### config.mk
export PLATFORM = sky130hd
export DESIGN_NAME = wm_plant_sensor_flat
export DESIGN_NICKNAME = d
export VERILOG_FILES = /design/src/rtl/wm_pkg.sv /design/src/rtl/wm_plant_sensor_if.sv /design/src/rtl/wm_tick_timer.sv /design/src/rtl/wm_plant_sensor.sv /design/src/flat_wrapper.sv
export SDC_FILE = /design/constraint.sdc
export NUM_CORES = 1
export LEC_CHECK = 0
export BUFFER_PORTS_ARGS = -buffer_cell sky130_fd_sc_hd__buf_2
export CORE_UTILIZATION = 28
export CTS_CLUSTER_DIAMETER = 40
export DETAILED_ROUTE_END_ITERATION = 16
export GPL_TIMING_DRIVEN = 0
export MAX_ROUTING_LAYER = met4
export PLACE_DENSITY_LB_ADDON = 0.15
export SYNTH_ARGS = -nofsm -noshare
export SYNTH_HDL_FRONTEND = slang
export SYNTH_HIERARCHICAL = 1
export SYNTH_SLANG_ARGS = --single-unit
### constraint.sdc
create_clock -name clk -period 4 [get_ports clk]
set_input_delay 0.8 -clock clk [delete_from_list [all_inputs] [get_ports clk]]
set_output_delay 0.8 -clock clk [all_outputs]
set_load 0.005 [all_outputs]
### src/rtl/wm_pkg.sv
// wm_pkg: shared constants and timer-state encoding for the wm plant model.
// Defaults for level/timer widths, fill/drain rates and tick counts.
package wm_pkg;

  localparam int LVL_W_D       = 8;
  localparam int TMR_W_D       = 16;
  localparam int FULL_LVL_D    = 200;
  localparam int FILL_RATE_D   = 4;
  localparam int DRAIN_RATE_D  = 8;
  localparam int CYCLE_TICKS_D = 1000;
  localparam int SPIN_TICKS_D  = 500;

  typedef logic [1:0] tmr_st_t;

  localparam tmr_st_t ST_IDLE = 2'd0;
  localparam tmr_st_t ST_RUN  = 2'd1;
  localparam tmr_st_t ST_FIRE = 2'd2;

endpackage

### src/rtl/wm_plant_sensor_if.sv
// wm_plant_sensor_if: controller <-> plant bundle.
// master = controller (drives commands), slave = plant (drives sensors).
interface wm_plant_sensor_if
  import wm_pkg::*;
#(
  parameter int LVL_W = LVL_W_D
);

  logic             fill_valve_on;
  logic             drain_valve_on;
  logic             motor_on;
  logic             door_lock;
  logic             water_wash;
  logic             water_filled;
  logic             drained;
  logic             cycle_timeout;
  logic             spin_timeout;
  logic [LVL_W-1:0] level;
  logic             fault;

  modport master (
    output fill_valve_on, drain_valve_on, motor_on,
    output door_lock, water_wash,
    input  water_filled, drained, cycle_timeout,
    input  spin_timeout, level, fault
  );

  modport slave (
    input  fill_valve_on, drain_valve_on, motor_on,
    input  door_lock, water_wash,
    output water_filled, drained, cycle_timeout,
    output spin_timeout, level, fault
  );

endinterface

### src/rtl/wm_tick_timer.sv
// wm_tick_timer: counts clks while i_en; registered 1-clk o_pulse
// after TICKS enabled clks. Ports: clk, reset(sync, low), i_en, o_pulse.
module wm_tick_timer
  import wm_pkg::*;
#(
  parameter int TMR_W = TMR_W_D,
  parameter int TICKS = CYCLE_TICKS_D
) (
  input  logic clk,
  input  logic reset,
  input  logic i_en,
  output logic o_pulse
);

  tmr_st_t          r_state;
  logic [TMR_W-1:0] r_cnt;

  // IDLE->RUN consumes the first enabled clk, so the count starts at 1.
  always_ff @(posedge clk) begin
    if (!reset) begin
      r_state <= ST_IDLE;
      r_cnt   <= '0;
    end else begin
      case (r_state)
        ST_IDLE: begin
          if (i_en) begin
            r_state <= ST_RUN;
            r_cnt   <= TMR_W'(1);
          end
        end
        ST_RUN: begin
          if (!i_en) begin
            r_state <= ST_IDLE;
            r_cnt   <= '0;
          end else if (r_cnt == TMR_W'(TICKS - 1)) begin
            r_state <= ST_FIRE;
            r_cnt   <= '0;
          end else begin
            r_cnt <= r_cnt + TMR_W'(1);
          end
        end
        ST_FIRE: begin
          r_state <= ST_IDLE;
          r_cnt   <= '0;
        end
        default: begin
          r_state <= ST_IDLE;
          r_cnt   <= '0;
        end
      endcase
    end
  end

  assign o_pulse = (r_state == ST_FIRE);

endmodule

### src/rtl/wm_plant_sensor.sv
// wm_plant_sensor: water-level model, cycle/spin timers, fault flag.
// Ports: clk, reset (sync, active-low), bus (slave). Macro: WM_FAULT_DETECT_EN.
module wm_plant_sensor
  import wm_pkg::*;
#(
  parameter int LVL_W       = LVL_W_D,
  parameter int FULL_LVL    = FULL_LVL_D,
  parameter int FILL_RATE   = FILL_RATE_D,
  parameter int DRAIN_RATE  = DRAIN_RATE_D,
  parameter int TMR_W       = TMR_W_D,
  parameter int CYCLE_TICKS = CYCLE_TICKS_D,
  parameter int SPIN_TICKS  = SPIN_TICKS_D
) (
  input  logic               clk,
  input  logic               reset,
  wm_plant_sensor_if.slave   bus
);

  localparam int LW1 = LVL_W + 1;

  logic [LVL_W-1:0] r_level;
  logic [LVL_W-1:0] w_lvl_nxt;
  logic [LVL_W:0]   w_up;
  logic [LVL_W-1:0] w_up_sat;
  logic [LVL_W-1:0] w_dn_flr;
  logic             w_fill;
  logic             w_drain;
  logic             w_spin_en;

  assign w_fill  = bus.fill_valve_on & ~bus.drain_valve_on;
  assign w_drain = bus.drain_valve_on & ~bus.fill_valve_on;

  // Extra bit catches overflow so the level saturates instead of wrapping.
  assign w_up     = {1'b0, r_level} + LW1'(FILL_RATE);
  assign w_up_sat = w_up[LVL_W] ? '1 : w_up[LVL_W-1:0];
  assign w_dn_flr = ({1'b0, r_level} < LW1'(DRAIN_RATE)) ? '0
                  : r_level - LVL_W'(DRAIN_RATE);

  always_comb begin
    w_lvl_nxt = r_level;
    unique case (1'b1)
      w_fill:  w_lvl_nxt = w_up_sat;
      w_drain: w_lvl_nxt = w_dn_flr;
      default: w_lvl_nxt = r_level;
    endcase
  end

  always_ff @(posedge clk) begin
    if (!reset) r_level <= '0;
    else        r_level <= w_lvl_nxt;
  end

  assign bus.level        = r_level;
  assign bus.water_filled = (r_level >= LVL_W'(FULL_LVL));
  assign bus.drained      = (r_level == '0);

  assign w_spin_en = bus.drain_valve_on & bus.water_wash
                   & (r_level == '0);

  wm_tick_timer #(
    .TMR_W (TMR_W),
    .TICKS (CYCLE_TICKS)
  ) u_cycle (
    .clk     (clk),
    .reset   (reset),
    .i_en    (bus.motor_on),
    .o_pulse (bus.cycle_timeout)
  );

  wm_tick_timer #(
    .TMR_W (TMR_W),
    .TICKS (SPIN_TICKS)
  ) u_spin (
    .clk     (clk),
    .reset   (reset),
    .i_en    (w_spin_en),
    .o_pulse (bus.spin_timeout)
  );

`ifdef WM_FAULT_DETECT_EN
  logic r_fault;
  logic w_cause;

  // Any actuator with the door unlocked, or fill and drain fighting.
  assign w_cause = ((bus.fill_valve_on | bus.drain_valve_on
                   | bus.motor_on) & ~bus.door_lock)
                 | (bus.fill_valve_on & bus.drain_valve_on);

  always_ff @(posedge clk) begin
    if (!reset)       r_fault <= 1'b0;
    else if (w_cause) r_fault <= 1'b1;
  end

  assign bus.fault = r_fault;
`else
  logic w_unused_lock;
  assign w_unused_lock = bus.door_lock;
  assign bus.fault     = 1'b0;
`endif

endmodule

### src/flat_wrapper.sv
// flat-port wrapper written by rule: the top's interface ports become plain ports
module wm_plant_sensor_flat import wm_pkg::*;
#(
  parameter int LVL_W       = LVL_W_D,
  parameter int FULL_LVL    = FULL_LVL_D,
  parameter int FILL_RATE   = FILL_RATE_D,
  parameter int DRAIN_RATE  = DRAIN_RATE_D,
  parameter int TMR_W       = TMR_W_D,
  parameter int CYCLE_TICKS = CYCLE_TICKS_D,
  parameter int SPIN_TICKS  = SPIN_TICKS_D
)
  (clk, reset, bus_fill_valve_on, bus_drain_valve_on, bus_motor_on, bus_door_lock, bus_water_wash, bus_water_filled, bus_drained, bus_cycle_timeout, bus_spin_timeout, bus_level, bus_fault);
  wm_plant_sensor_if #(.LVL_W(LVL_W)) bus_i ();
  input  logic clk;
  input  logic reset;
  input wire logic [$bits(bus_i.fill_valve_on)-1:0] bus_fill_valve_on;
  input wire logic [$bits(bus_i.drain_valve_on)-1:0] bus_drain_valve_on;
  input wire logic [$bits(bus_i.motor_on)-1:0] bus_motor_on;
  input wire logic [$bits(bus_i.door_lock)-1:0] bus_door_lock;
  input wire logic [$bits(bus_i.water_wash)-1:0] bus_water_wash;
  output wire logic [$bits(bus_i.water_filled)-1:0] bus_water_filled;
  output wire logic [$bits(bus_i.drained)-1:0] bus_drained;
  output wire logic [$bits(bus_i.cycle_timeout)-1:0] bus_cycle_timeout;
  output wire logic [$bits(bus_i.spin_timeout)-1:0] bus_spin_timeout;
  output wire logic [$bits(bus_i.level)-1:0] bus_level;
  output wire logic [$bits(bus_i.fault)-1:0] bus_fault;
  assign bus_i.fill_valve_on = bus_fill_valve_on;
  assign bus_i.drain_valve_on = bus_drain_valve_on;
  assign bus_i.motor_on = bus_motor_on;
  assign bus_i.door_lock = bus_door_lock;
  assign bus_i.water_wash = bus_water_wash;
  assign bus_water_filled = bus_i.water_filled;
  assign bus_drained = bus_i.drained;
  assign bus_cycle_timeout = bus_i.cycle_timeout;
  assign bus_spin_timeout = bus_i.spin_timeout;
  assign bus_level = bus_i.level;
  assign bus_fault = bus_i.fault;
  wm_plant_sensor #(.LVL_W(LVL_W), .FULL_LVL(FULL_LVL), .FILL_RATE(FILL_RATE), .DRAIN_RATE(DRAIN_RATE), .TMR_W(TMR_W), .CYCLE_TICKS(CYCLE_TICKS), .SPIN_TICKS(SPIN_TICKS)) u_core (.clk(clk), .reset(reset), .bus(bus_i));
endmodule
==> metrics, run 1 <==
status=finished, final reports clean; Register Area=about 860 um^2; largest net degree at the start of global routing=20; Pre-antenna DRT Iters=4; area leader, netlist=dfxtp_1; Yosys cell types=61; drt first-iter violations=just under 70; Post-CTS Hold Buffers=0; CTS Buf Count=5; Seq cells post-synth=43; number of I/O port buffers=17; Synth Area per Inst=8.17 um^2; Post-route DRC=0; Root Driver=clkbuf_8; Syn Std Cell Area=2520 um^2; CP endpoint kind=flip-flop; post-CTS sizing=0; layout cells sized above 1=0.150; register area share after synthesis=0.341; Clock Skews=0.0123 ns; H-tree depth=2; die area=around 9400 um^2; # setup viols final=0; post-CTS setup buffers=0; fin nets=about 350; Peak Freq=about 400 MHz; Worst setup SP type=flip-flop; first-pass GRT wire length=9960 um; Post-synth EDFFs=0; Initial Util=0.289; WL final=6000 um; final hold viol count=0; Final min period=2.57 ns; Synth Instances=309; dpl hpwl=between 4000 and 5000 um; Post-DP Area=~2700 um^2; Syn Nets=324; Yosys top cell area share=0.341; Crit-path slowest cell=a41oi_2; Slew @ Worst Pin=0.756 ns; CP max FO=9; clock buffer depth=2; top_reg_cell synth=dfxtp_1; grt total ovfl=0; DR vias=approximately 2300; RD Place Congestion=~0.78; Core ar.=8720 um^2; post-route cell area=about 2900 um^2; setup_tns=0 ns; CTS Sinks=43; HP Class=flip-flop to flip-flop; Async SR Flop Fraction=0; Layout Utilization=0.330; worst slack, placed=1.45 ns; initial antenna violation count=0; max-cap violations=0; Critical Path Max Stage Delay=0.47 ns; worst path required time=around 4.2 ns; drt wl/cell=13.6 um; area occupied by multi-input gates=between 1500 and 2000 um^2; DIE HEIGHT=just under 100 um; Leakage=between 0.0009 and 0.001 uW; top post-synthesis cells by area=dfxtp_1, nor2_1, ha_1, nand3_1, a31oi_1; final worst slack=1.43 ns; antenna-violating nets left=0; Max rail drop VDD=0.186 mV; worst path buffer plus inverter count=1; Clock transition at path regs=0.09 ns; FF-to-FF setup slack=1.43 ns; critical setup path kind=flip-flop to flip-flop; worst path cell trace=buf_6 > or3_4 > nand2b_4 > nor3b_2 > and3_1 > nand3b_1 > a41oi_2 > o21ai_2 > nor2_1; Die X=96.9 um; Area growth syn-to-layout=14.0%; clock latency at the later pin of the worst-skew pair=0.30 ns; PD cells=336 nW/um^2; CP arrival=2.80 ns; Fillers=933; unrepaired setup endpoints after global routing=no; fin crit share=0.642; Worst path top cell family by delay=simple AND/OR/NAND/NOR gates; Tot GR Track Use=0.131; CTS tree=built; Via density=5.19; I/O Pins=20; vias in the first global route=between 2000 and 2500; Syn. warnings=6; FP Rows=34; Ant. Diodes=0; Slew Viols, Final=0; Slew headroom=0.492
[synthesized netlist by cell type, types with 2 or more instances]
master / count
nor2b_1: 4
o41ai_1: 2
o21ai_0: 16
nor3b_1: 4
xnor2_1: 8
buf_6: 2
or3_1: 9
ha_1: 8
nand3b_1: 8
inv_1: 16
a21oi_1: 17
o211ai_1: 2
o21ai_2: 2
nor3_1: 10
nor2_2: 2
xor2_1: 2
clkbuf_1: 3
nor4_4: 2
nand4_1: 8
nand3_1: 20
dfxtp_1: 43
nor4_1: 8
nand2b_1: 2
a21boi_0: 4
o22ai_1: 2
nand2_1: 24
a31oi_1: 15
nor2_1: 29
buf_4: 2
o21ai_1: 3
and3_1: 2
[worst register-to-register path, delay by kind of cell (launching register included)]
| kind | cells | cell delay, ns |
|---|---|---|
| simple gates | 6 | 1.38 |
| compound gates | 2 | 0.67 |
| flops | 1 | 0.33 |
| buf+inv | 1 | 0.13 |
[report_power, final]
group          total [uW]  internal, uW  switching [uW]
clock network         408           250             158
registers             450           436            14.5
logic                 109          43.1            65.5
[cell usage in the layout, fill, tap and decap left out, types with 5 or more instances in the layout]
cell	Yosys	routed
nand3_1	20	20
dfxtp_1	43	43
nand4_1	8	8
nor4_1	8	8
nor2_1	29	29
buf_2	1	18
nand2_1	24	24
or3_1	9	9
nor3_1	10	10
inv_1	16	16
xnor2_1	8	8
nand3b_1	8	8
ha_1	8	8
a21oi_1	17	17
o21ai_0	16	16
clkbuf_8	0	5
a31oi_1	15	15
[sequential cells by signal, indices dropped and copies added (netlist names)]
signal                  flops
u_core/u_cycle/r_cnt       16
u_core/u_spin/r_cnt        16
u_core/bus.level            7
u_core/u_cycle/r_state      2
u_core/u_spin/r_state       2
[area by class of cell]
cell class,instances,area share
flip-flops and latches,43,0.299
plain buffers,8,0.0187
multi-input cells,242,0.538
clock buffers,6,0.0252
inverters,16,0.0209
well taps,108,0.0470
repair buffers,17,0.0296
clock inverters,2,0.0209
[final timing paths]
path / start / endpoint / cells after the start
max: u_core/bus.level[5] / u_core/u_spin/r_cnt[5] / 9
min: u_core/u_cycle/r_cnt[9] / u_core/u_cycle/r_cnt[9] / 2
max reg2reg: u_core/bus.level[5] / u_core/u_spin/r_cnt[5] / 9
min reg2reg: u_core/u_cycle/r_cnt[9] / u_core/u_cycle/r_cnt[9] / 2
[cells by family after synthesis]
logic type               share of synthesized area
AO/OA/AOI/OAI                                0.185
XOR/XNOR                                    0.0347
adder cells (fa/ha/maj)                     0.0397
buffers and inverters                       0.0451
flip-flops                                   0.341
other                                      0.00149
AND/OR/NAND/NOR                              0.353
[per-layer routing]
layer  global-route usage  vias to the layer above  wire [um]
li1                     -                     1190          -
met1                0.173                     1080       3130
met2                0.202                       23       2700
met3               0.0253                        2        151
met4               0.0390                        0         28
met5                    -                        -          0
[per-stage QoR]
stage | total power [uW] | hold WS, ns | cells
floorplan | 533 | 0.439 | 309
global placement | 570 | 0.463 | 434
detailed placement | 570 | 0.466 | 434
CTS | 987 | 0.481 | 442
global route | 1010 | 0.512 | 442
finish | 967 | 0.477 | 442
(Power assumes the default switching activity.)
==> inputs of run 2 (changes only) <==
--- a/config.mk
+++ b/config.mk
@@ -5,6 +5,7 @@
 export SDC_FILE = /design/constraint.sdc
 export NUM_CORES = 1
 export LEC_CHECK = 0
+export ABC_AREA = 1
 export BUFFER_PORTS_ARGS = -buffer_cell sky130_fd_sc_hd__buf_2
 export CORE_UTILIZATION = 28
 export CTS_CLUSTER_DIAMETER = 40
==> constraint.sdc (replaced) <==
create_clock -name clk -period 2.33 [get_ports clk]
set_input_delay 0.466 -clock clk [delete_from_list [all_inputs] [get_ports clk]]
set_output_delay 0.466 -clock clk [all_outputs]
set_load 0.005 [all_outputs]
==> metrics, run 2 <==
Worst path top cell family by delay=simple AND/OR/NAND/NOR gates (unchanged); Leakage=0.00123 uW (was 0.000978 uW); Final Power=1650 uW (was 967 uW); worst path required time=2.53 ns (was 4.23 ns); FP Rows=35 (was 34); Async SR Flop Fraction=0 (unchanged); WL final=5890 um (was 6000 um); Yosys cell types=32 (was 61); Fillers=1022 (was 933); count leader, synth=nand2_1 (was dfxtp_1); CTS Sinks=43 (unchanged); top_reg_cell synth=dfxtp_1 (unchanged); Synth Area per Inst=6.47 um^2 (was 8.17 um^2); register area share after synthesis=0.322 (was 0.341); Synth Area in XOR/XNOR=0.0459 (was 0.0347); Tot GR Track Use=0.127 (was 0.131); top post-synthesis cells by area=dfxtp_1, nand2_1, nor2_1, inv_1, nand3_1 (was dfxtp_1, nor2_1, ha_1, nand3_1, a31oi_1); Post-CTS Hold Buffers=0 (unchanged); vias in the first global route=2137 (was 2073); Root Driver=clkbuf_8 (unchanged); status=finished, final reports clean (unchanged); first-pass GRT wire length=9920 um (was 9960 um); area leader, netlist=dfxtp_1 (unchanged); Via density=4.32 (was 5.19); post-CTS setup buffers=0 (unchanged); simple-gate area share of the yosys netlist=0.402 (was 0.353); Register Area=861 um^2 (unchanged); mux contribution to synthesized area=0 (unchanged); Peak Freq=489 MHz (was 389 MHz); largest family of logic cells by synthesized area=simple AND/OR/NAND/NOR gates (unchanged); commonest non-fill, non-tap cell in the layout=nand2_1 (was dfxtp_1); clock buffer depth=2 (unchanged); CP arrival=2.24 ns (was 2.80 ns); fin nets=452 (was 348); fin crit share=0.877 (was 0.642); Crit-path slowest cell=dfxtp_1 (was a41oi_2); Syn Std Cell Area=2670 um^2 (was 2520 um^2); Syn Nets=428 (was 324); Initial Util=0.289 (about the same); Compound-Gate Fraction of Synth Area=0.0993 (was 0.185); Slew Viols, Final=0 (unchanged); max-cap violations=0 (unchanged); critical setup path kind=flip-flop to flip-flop (unchanged); antenna-violating nets left=0 (unchanged); worst path cell trace=inv_1 > ha_1 > nand2_1 > nor2_1 > and3_1 > inv_1 > nand2_2 > inv_2 > nor2_4 > inv_2 > nor2_1 > xnor2_1 > nor2_1 (was buf_6 > or3_4 > nand2b_4 > nor3b_2 > and3_1 > nand3b_1 > a41oi_2 > o21ai_2 > nor2_1); worst path buffer plus inverter count=4 (was 1); largest net degree at the start of global routing=19 (was 20); Yosys top cell area share=0.322 (was 0.341); Area growth syn-to-layout=13.6% (was 14.0%); # setup viols final=0 (unchanged); H-tree depth=2 (unchanged); initial antenna violation count=0 (unchanged); Die X=99.7 um (was 96.9 um); drt wl/cell=10.4 um (was 13.6 um); Post-synth EDFFs=0 (unchanged); number of I/O port buffers=17 (unchanged); area occupied by multi-input gates=1570 um^2 (was 1550 um^2); CP most frequent cell=nor2_1; PD cells=545 nW/um^2 (was 336 nW/um^2); Worst setup SP type=flip-flop (unchanged); Synth Area in Adders=0.0375 (was 0.0397); Critical Path Max Stage Delay=0.37 ns (was 0.47 ns); clock latency at the later pin of the worst-skew pair=0.30 ns (about the same); Max rail drop VDD=0.185 mV (was 0.186 mV); setup_tns=0 ns (unchanged); Post-route DRC=0 (unchanged); layout cells sized above 1=0.148 (was 0.150); HP Class=input pin to flip-flop (was flip-flop to flip-flop); Synth Instances=413 (was 309); final hold viol count=0 (unchanged); dpl hpwl=4410 um (was 4280 um); CP endpoint kind=flip-flop (unchanged); Clock Skews=0.00653 ns (was 0.0123 ns); DR vias=2448 (was 2295); Syn. warnings=6 (unchanged); CTS tree=built (unchanged); drt first-iter violations=86 (was 68); grt total ovfl=0 (unchanged); Clock transition at path regs=0.09 ns (about the same); RD Place Congestion=0.810 (was 0.775); Seq cells post-synth=43 (unchanged); I/O Pins=20 (unchanged); post-CTS sizing=0 (unchanged); CP max FO=8 (was 9); most frequent cells in the layout=nand2_1, nor2_1, inv_1 (was dfxtp_1, nor2_1, nand2_1); Final min period=2.04 ns (was 2.57 ns); DIE HEIGHT=99.7 um (was 96.9 um); CTS Buf Count=5 (unchanged); Core ar.=9240 um^2 (was 8720 um^2); commonest cells in the netlist=nand2_1, nor2_1, inv_1 (was dfxtp_1, nor2_1, nand2_1); die area=9940 um^2 (was 9400 um^2); Pre-antenna DRT Iters=5 (was 4); Ant. Diodes=0 (unchanged); unrepaired setup endpoints after global routing=no (unchanged)
[run 2: final timing paths]
check | from | endpoint | slack (ns) | cells past startpoint
hold reg to reg | u_core/u_spin/r_cnt[15] | u_core/u_spin/r_cnt[15] | 0.46 | 2
hold / removal | bus_motor_on | u_core/u_cycle/r_state[0] | 0.46 | 3
setup reg to reg | u_core/bus.level[3] | u_core/u_spin/r_cnt[6] | 0.29 | 13
setup / recovery | u_core/bus.level[3] | u_core/u_spin/r_cnt[6] | 0.29 | 13
[run 2: cell type report]
type,instances,share of cell area
Tap cell,129,0.0532
Clock buffer,6,0.0272
Multi-Input combinational cell,307,0.515
Sequential cell,43,0.283
Buffer,3,0.00618
Timing Repair Buffer,17,0.0280
Clock inverter,2,0.0115
Inverter,60,0.0750
[run 2: worst min-delay path, cell delays in order]
cell     delay [ns]
buf_2          0.12
nand2_1        0.06
a21oi_1        0.06
[run 2: cells by family (layout without fill, tap and decap cells)]
kind of cell    Yosys count  count (layout)
simple gates            235             235
buf+inv                  63              88
compound gates           49              49
flops                    43              43
xor+xnor                 14              14
fa+ha+maj                 8               8
other cells               1               1
[run 2: layer usage]
layer	track usage	vias to the layer above	wire, um
met5	-	-	0
met4	0.0339	0	28
met3	0.0232	2	168
met2	0.195	34	2600
met1	0.170	1073	3100
li1	-	1339	-
[run 2: report_power, final]
group | total (uW) | internal [uW] | switching, uW | leakage [uW]
sequential | 784 | 754 | 30.3 | 0.000348
combinational | 249 | 88.4 | 160 | 0.000816
clock | 622 | 348 | 274 | 0.0000612
[run 2: metrics by stage]
stage / cells / worst slack, ns / utilization / area (um^2) / hold slack (ns)
CTS: 567 / 0.278 / 0.329 / 3040 / 0.451
floorplan: 413 / 0.494 / - / 2670 / 0.440
finish: 567 / 0.287 / 0.329 / 3040 / 0.458
detailed placement: 559 / 0.278 / 0.316 / 2920 / 0.450
global placement: 559 / 0.288 / 0.316 / 2920 / 0.450
global route: 567 / 0.0648 / 0.329 / 3040 / 0.468
